--- config.mk ---
export PLATFORM = sky130hd
export DESIGN_NAME = byte_queue
export DESIGN_NICKNAME = d
export VERILOG_FILES = /design/src/rtl/byte_queue.sv
export SDC_FILE = /design/constraint.sdc
export NUM_CORES = 1
export LEC_CHECK = 0
export ABC_AREA = 1
export CORE_AREA = 2 2 80 82
export DETAILED_ROUTE_END_ITERATION = 10
export DIE_AREA = 0 0 82 84
export MAX_ROUTING_LAYER = met4
export PLACE_DENSITY = 0.79
export SYNTH_ARGS = -nofsm -noshare
export SYNTH_HDL_FRONTEND = slang
export SYNTH_SLANG_ARGS = --single-unit
--- constraint.sdc ---
create_clock -name clock -period 3.67 [get_ports clock]
set_clock_uncertainty 0.05 [all_clocks]
set_input_delay 0.734 -clock clock [delete_from_list [all_inputs] [get_ports clock]]
set_output_delay 0.734 -clock clock [all_outputs]
set_load 0.02 [all_outputs]
--- src/rtl/byte_queue.sv ---
// rtl/byte_queue.sv - byte FIFO behind the deserializer with a data_ready/ack enqueue handshake
module byte_queue #(
  parameter  int DEPTH = 8,
  parameter  int WIDTH = 8,
  localparam int CW    = $clog2(DEPTH + 1)
) (
  input  logic             clock,
  input  logic             reset,
  input  logic [WIDTH-1:0] data_in,
  input  logic             data_ready_in,
  output logic             ack_out,
  input  logic             dequeue_in,
  output logic [WIDTH-1:0] data_out,
  output logic             out_valid,
  output logic [CW-1:0]    len_out,
  output logic             full,
  output logic             empty
);

  localparam int PW = $clog2(DEPTH);

  typedef enum logic [1:0] {
    ST_IDLE     = 2'd0,
    ST_ACK      = 2'd1,
    ST_WAIT_LOW = 2'd2
  } state_t;

  state_t           state_q, state_d;
  logic [PW-1:0]    wr_ptr_q, wr_ptr_d;
  logic [PW-1:0]    rd_ptr_q, rd_ptr_d;
  logic [CW-1:0]    count_q, count_d;
  logic             full_q, full_d;
  logic             empty_q, empty_d;
  logic [WIDTH-1:0] data_q, data_d;
  logic             valid_q, valid_d;
  logic             wr_en;
  logic             rd_en;

  logic [WIDTH-1:0] mem [DEPTH];

  // Enqueue handshake: accept one byte per data_ready assertion, judged on the registered full flag
  always_comb begin
    state_d = state_q;
    wr_en   = 1'b0;
    case (state_q)
      ST_IDLE: begin
        if (data_ready_in && !full_q) begin
          wr_en   = 1'b1;
          state_d = ST_ACK;
        end
      end
      ST_ACK: begin
        state_d = ST_WAIT_LOW;
      end
      ST_WAIT_LOW: begin
        if (!data_ready_in) begin
          state_d = ST_IDLE;
        end
      end
      default: begin
        state_d = ST_IDLE;
      end
    endcase
  end

  // Pointer, occupancy and output register next-state; a dequeue on a pre-edge empty queue is dropped
  always_comb begin
    rd_en    = dequeue_in && !empty_q;
    wr_ptr_d = wr_en ? wr_ptr_q + PW'(1) : wr_ptr_q;
    rd_ptr_d = rd_en ? rd_ptr_q + PW'(1) : rd_ptr_q;
    count_d  = count_q;
    case ({wr_en, rd_en})
      2'b10:   count_d = count_q + CW'(1);
      2'b01:   count_d = count_q - CW'(1);
      default: count_d = count_q;
    endcase
    full_d  = (count_d == CW'(DEPTH));
    empty_d = (count_d == '0);
    data_d  = rd_en ? mem[rd_ptr_q] : data_q;
    valid_d = rd_en;
  end

  // Control and output registers; reset abandons any in-flight handshake
  always_ff @(posedge clock or negedge reset) begin
    if (!reset) begin
      state_q  <= ST_IDLE;
      wr_ptr_q <= '0;
      rd_ptr_q <= '0;
      count_q  <= '0;
      full_q   <= 1'b0;
      empty_q  <= 1'b1;
      data_q   <= '0;
      valid_q  <= 1'b0;
    end else begin
      state_q  <= state_d;
      wr_ptr_q <= wr_ptr_d;
      rd_ptr_q <= rd_ptr_d;
      count_q  <= count_d;
      full_q   <= full_d;
      empty_q  <= empty_d;
      data_q   <= data_d;
      valid_q  <= valid_d;
    end
  end

  // Storage array; contents are don't-care after reset so it carries no reset
  always_ff @(posedge clock) begin
    if (wr_en) begin
      mem[wr_ptr_q] <= data_in;
    end
  end

  assign ack_out   = (state_q == ST_ACK);
  assign data_out  = data_q;
  assign out_valid = valid_q;
  assign len_out   = count_q;
  assign full      = full_q;
  assign empty     = empty_q;

endmodule

; Word-level counts from Yosys, hierarchy flattened
; Memory sizes are Yosys's and may differ from the RTL's. A register that Yosys moved wholly into a read port is not among the register bits.
; Index checks and enable logic that the tools add are counted.
[op_classes]
add_sub_neg = 4
eq_ne = 7
n_mux = 8
reduce_logical = 8
[op_table]
columns = op, count
row1 = case mux 4 bit (2 select lines), 1
row2 = "adder 3 x 1 -> 3 bit, second input constant", 2
row3 = case mux 2 bit (3 select lines), 1
row4 = "adder 4 x 1 -> 4 bit, second input constant", 1
row5 = "equality test 2 x 1 -> 1 bit, second input constant", 2
row6 = "equality test 2 bit, second input constant", 2
row7 = "equality test 4 bit, second input constant", 1
row8 = logical NOT 4 bit, 1
row9 = two-way mux 1 bit, 4
row10 = two-way mux 2 bit, 2
row11 = "inequality test 2 bit, second input constant", 2
row12 = "subtractor 4 x 1 -> 4 bit, second input constant", 1
row13 = logical NOT 1 bit, 3
row14 = logical AND 1 bit, 2
row15 = logical NOT 2 bit, 1
row16 = AND reduction 2 bit, 1
[word_totals]
regBits = 15
ramBits = 64
input_bits = 12
wordCells = 35
n_memories = 1
[memory_table]
columns = name, words, width, read_ports, rd_clocked_by_memory_dff, write_ports, line_no
row1 = mem, 8, 8, 1, 1, 1, 39  ; logic [WIDTH-1:0] mem [DEPTH];

; Longest topological paths before layout
; Gate-level depths: netlist (run 1).
[logic_depth]
depth_word = 7
depth_mapped = 13
ltp_nobuf = 13

; Worst setup path after synthesis (run 1)
; OpenSTA, ideal clock, no wires.
[synth_path]
path_type = input port to flip-flop
startpoint = in data_ready_in
endpoint = mem mem[6][0], enable pin
setup_ps = 383
arrival_time_ps = 1865
slack_ps = 1371
stages = 5
path_buffers = 0
cell_sequence = inv_1 > nor2_2 > nand2_2 > or2_2 > nor3_1
[synth_via]
elab_chain_cells = 5
[synth_lines]
columns = item, line_no
row1 = from (decl), 10  ; input logic data_ready_in,
row2 = logical AND 1 bit, 47  ; if (data_ready_in && !full_q) begin
row3 = two-way mux 1 bit, 47
row4 = two-way mux 1 bit, 45  ; case (state_q)
row5 = two-way mux 1 bit, 108  ; if (wr_en) begin
row6 = two-way mux 1 bit (implied by the code), 109  ; mem[wr_ptr_q] <= data_in;
row7 = to (decl), 39
; Every way passes these cells.

; Worst setup path in the final report (run 1)
[layout_path]
startpoint = in data_ready_in
endpoint = mem mem[2][5], enable pin
; The elaborated chain is that of the path after synthesis.

==> impl_metrics.toml, run 1 <==
[status]
outcome = "complete, no violations"

[clock_network]
cts_resized = 0
postCtsHoldBufs = 0
cts_max_path_buffers = 2
cts-root-buf = "clkbuf_8"
cts_buffers = 9
clk_pin_slew_ns = 0.08
cts_htree_levels = 3
cts_tree = "yes"
postCtsSetupBuffers = 0
cts.sinks = 87
clock_latency_ns = 0.34

[worst_setup_path]
cpPeakStageDelay_ns = 0.56
crit_chain = "clkdlybuf4s50_1, inv_1, nor2_2, nand2_2, or2_2, nor2_1"
start_kind = "input pin"
crit_required_ns = 3.60
crit_fanout = 8
worstPathArrival_ns = 2.37
critPathSlowestCell = "nor2_1"
worstSetupPathType = "input pin to flop"
cp-end-kind = "flop"

[place]
portBuffers = 27
pre_cts_ws_ns = 0.860
placed_area_um2 = 3860
place_inst = 386
dp_hpwl_mm = 4.38
gp_congestion = 0.850

[sta]
holdWs_ns = 0.436
min_period_over_period_pct = 66.6
tightest_slew_ns = 0.997
clock.fmax_mhz = 409
rsz0062_at_grt = "no"
slew_viol_final = 0
setup_viol = 0
period_needed_ns = 2.44
setup_tns_ns = 0
setup_ws_ns = 1.23
hold_viol_final = 0
slew_headroom_pct = 33.3

[logic_synthesis]
synth_warnings = 0
netlist_instances = 289
synth_top_area_share_pct = 54.8
yosys.cell_count.top_type = "edfxtp_1"
synth_cell_types = 24
ys_seq_area_share_pct = 71.2
mappedNetlistArea_um2 = 3510
synth_commonest_cells = "64 x edfxtp_1, 45 x nor2_1, 38 x nand2_1"
ys_ff_latch = 87
synth_edf_count = 64
syn_avg_cell_area_um2 = 12.1
synth_ff_type = "edfxtp_1"
synth_top_area_cell = "edfxtp_1"
ys_async_sr_fraction_pct = 26.4
synth_nets = 305
synth_area_leaders = "edfxtp_1 55%, dfrtp_1 16%, o21ai_0 5.1%"

[cells_and_area]
area_growth_pct = 14.7
num_antenna_cells = 0
fin_nets = 336
drive_gt1_share_pct = 8.92
fin_cells = 402
final_area_um2 = 4030
post-route-util_pct = 66.0
fill_cells = 442

[die]
die_x_um = 82
die-height_um = 84
rows = 29
ioPinCount = 28
design.core.area_um2 = 6100
die_area_um2 = 6890
floorplan.initialDensity_pct = 57.6

[drt]
wl_mm = 6.71
drtAntennaViolNets = 0
drtIter0Drc = 263
wl_per_cell_um = 16.7
vias_per_cell = 5.82
firstDrtPassIters = 5
vias = 2338
drcViolationCount = 0

[global_routing]
grt_pass1_vias = 2133
grt_max_degree = 36
gr-total-overflow = 0
grtUsageTotal_pct = 22.0
grt_pass1_wl_mm = 10.6
antenna_found_initial = 0

[pwr]
power.leakage_nw = 1.50
p_per_area_nw_per_um2 = 790
ir_drop_uv = 397
power_mw = 3.18

[job]
max_cap_viol_count = 0

[worst_hold_path]
hold_class = "flop to flop"
-- cell families after synthesis --
| group | after synthesis | synth area share (%) |
|---|---|---|
| and+or+nand+nor | 109 | 13.1 |
| DFF | 87 | 71.2 |
| AOI/OAI and AO/OA | 56 | 9.91 |
| buffers and inverters | 27 | 2.89 |
| xor gates and xnor gates | 6 | 1.50 |
| adders and majority gates | 4 | 1.43 |
-- power by group --
part	leakage (nW)	switching (mW)	internal (mW)
clock	0.0813	0.322	0.247
sequential	0.854	0.139	1.26
combinational	0.560	0.766	0.444
-- area by class of cell --
cell class	instances	area, um^2	share of cell area [%]
sequential	87	2500	62.1
multi-input combinational	175	908	22.6
timing repair buffer	30	293	7.27
clock buffer	11	131	3.26
tap	77	96.3	2.39
inverter	17	63.8	1.59
clock inverter	5	33.8	0.839
-- critical path, delay by kind of cell --
family	cells	cell delay [ns]
AND/OR/NAND/NOR	4	1.10
buffers and inverters	2	0.53
-- worst paths after layout --
check                               from           to  slack [ns]  cells past startpoint
setup / recovery           data_ready_in    mem[2][5]        1.23                      6
hold / removal               data_out[3]  data_out[3]        0.44                      2
setup reg to reg             rd_ptr_q[0]  data_out[4]        1.60                      6
hold reg to reg              data_out[3]  data_out[3]        0.44                      2
max in group asynchronous          reset  wr_ptr_q[0]        2.07                      1
min in group asynchronous          reset  data_out[6]        0.88                      1
-- metal layers --
layer | up-vias | wire length [um] | global-route usage (%)
li1 | 1081 | - | -
met1 | 1131 | 2910 | 30.4
met2 | 116 | 3200 | 31.3
met3 | 10 | 471 | 5.19
met4 | 0 | 129 | 9.39
met5 | - | 0 | -
-- placed cells by master (no fill, tap or decap), types with 2 or more instances in the layout --
cell type        instances
edfxtp_1                64
clkbuf_8                 9
nand2_1                 38
nor2_1                  45
or2_2                    2
inv_1                   15
o21ai_0                 36
nand2_2                  5
buf_4                    3
clkinv_1                 2
nand3_1                 15
o221ai_1                15
xor2_1                   4
nor3_1                   2
clkdlybuf4s50_1         27
xnor2_1                  2
dfrtp_1                 22
ha_1                     4
clkbuf_1                 2
o21ai_2                  2
-- state kept, by name (all words and copies together), names as in the netlist --
name,count
mem,64
state_q,2
full,1
empty,1
len_out,4
rd_ptr_q,3
out_valid,1
data_out,8
wr_ptr_q,3
No activity file was read; power rests on OpenSTA's default activity.
==> run 2, diff against run 1 <==
Settings changed: CORE_AREA 2 2 80 82 to 2 2 82 84, DIE_AREA 0 0 82 84 to 0 0 84 86, PLACE_DENSITY 0.79 to 0.76.
Clock period 3.67 ns to 2.4 ns, I/O delays scaled along.
==> run 2 against run 1 <==
Against the previous run:
- design area grew 3.3%
- cell count rose by 4.2%
- register-to-register slack worse by 1.0 ns
- core utilization up 0.22 points
- sequential share of layout area fell by 2.0 points
- largest power group unchanged
- combinational power rose by 64%
- flip-flop and latch count unchanged
- critical endpoint is now empty
- clock power up 56%
- die area increased by 4.9%
- via count down 0.90%
- highest routed layer unchanged
==> impl_metrics.toml, run 2 (synthesized netlist as in run 1, its figures left out) <==
[sta]
setup_tns_ns = 0
period_needed_ns = 2.07
hold_viol_final = 0
slew_headroom_pct = 67.1
slew_viol_final = 0
setup_viol = 0
tightest_slew_ns = 0.493
min_period_over_period_pct = 86.2
clock.fmax_mhz = 484
setup_ws_ns = 0.332
rsz0062_at_grt = "no"

[worst_setup_path]
critPathSlowestCell = "clkdlybuf4s50_1"
worstPathArrival_ns = 1.54
critPathBufInv = 1
cp-end-kind = "output port"
cpPeakStageDelay_ns = 0.61
crit_fanout = 3
start_kind = "flop"
crit_required_ns = 1.87
worstSetupPathType = "flop to output port"
crit_chain = "clkdlybuf4s50_1"
regToRegSetupSlack_ns = 0.56
crit_family = "buffers and inverters"

[global_routing]
grtUsageTotal_pct = 21.8
grt_pass1_wl_mm = 11.3
grt_pass1_vias = 2271
gr-total-overflow = 0
antenna_found_initial = 0
grt_max_degree = 35

[job]
max_cap_viol_count = 0

[cells_and_area]
final_cell_mix = "64 x edfxtp_1, 45 x nor2_1, 38 x nand2_1"
final_area_um2 = 4160
final_common_cell = "edfxtp_1"
fin_nets = 353
fill_cells = 463
post-route-util_pct = 66.3
top_register = "mem"
num_antenna_cells = 0
area_growth_pct = 18.5
largest_reg_flops = 64
drive_gt1_share_pct = 14.0

[place]
portBuffers = 27
gp_congestion = 0.948
dp_hpwl_mm = 4.60
placed_area_um2 = 3990
pre_cts_ws_ns = 0.0245

[clock_network]
cts_resized = 0
cts_buffers = 9
clock_latency_ns = 0.35
cts-root-buf = "clkbuf_8"
cts_max_path_buffers = 2
cts_tree = "yes"
postCtsHoldBufs = 0
postCtsSetupBuffers = 0
cts.sinks = 87
clk_pin_slew_ns = 0.09
cts_htree_levels = 3

[die]
design.core.area_um2 = 6280
die_x_um = 84
die-height_um = 86
floorplan.initialDensity_pct = 55.9
die_area_um2 = 7220
ioPinCount = 28
rows = 29

[pwr]
ir_drop_uv = 775
p_per_area_nw_per_um2 = 1200
power.leakage_nw = 1.59

[drt]
vias_per_cell = 5.53
drcViolationCount = 0
drtIter0Drc = 163
drtAntennaViolNets = 0
firstDrtPassIters = 5
wl_per_cell_um = 16.7
vias = 2317
wl_mm = 7.00

[worst_hold_path]
hold_class = "input pin to asynchronous set/reset pin"

[status]
outcome = "complete, no violations"
-- run 2: per-layer routing --
layer / up-vias / GRT usage [%] / wire length, um
met5: - / - / 0
met4: 0 / 11.0 / 211
met3: 18 / 5.00 / 410
met2: 81 / 33.6 / 3250
met1: 1098 / 27.4 / 3120
li1: 1120 / - / -
-- run 2: area by class of cell --
cell class | count | area (um^2) | area share [%]
sequential | 87 | 2500 | 60.1
multi-input combinational | 175 | 908 | 21.8
timing repair buffer | 47 | 420 | 10.1
clock buffer | 9 | 124 | 2.98
tap | 77 | 96.3 | 2.32
inverter | 17 | 63.8 | 1.53
clock inverter | 7 | 47.5 | 1.14
-- run 2: path summary, 6_finish.rpt --
| kind | depth (start not counted) | startpoint | to |
|---|---|---|---|
| setup / recovery | 1 | empty | empty |
| hold / removal | 2 | reset | data_out[0] |
| setup reg to reg | 12 | state_q[1] | empty |
| hold reg to reg | 2 | data_out[6] | data_out[6] |
| max in group asynchronous | 2 | reset | empty |
| min in group clock | 2 | data_out[6] | data_out[6] |
-- run 2: metrics by stage --
| step | cells | power (mW) | hold WS (ns) |
|---|---|---|---|
| 2_1_floorplan | 289 | 3.37 | 0.134 |
| 3_3_place_gp | 403 | 4.05 | 0.413 |
| 3_5_place_dp | 403 | 4.12 | 0.418 |
| 4_1_cts | 419 | 4.99 | 0.439 |
| 5_1_grt | 419 | 5.30 | 0.457 |
| 6_report | 419 | 4.98 | 0.432 |
-- run 2: where the power goes --
group,leakage (nW),total (mW),switching (mW),internal (mW)
logic,0.649,1.98,1.22,0.760
clock network,0.0870,0.885,0.510,0.375
registers,0.854,2.11,0.176,1.93
total,1.59,4.98,1.91,3.07
==> run 3, diff against run 2 <==
Settings changed: CTS_CLUSTER_SIZE from default to 40.
==> results of run 3 <==
Final layout, timing and power as in run 2 (identical DEF).
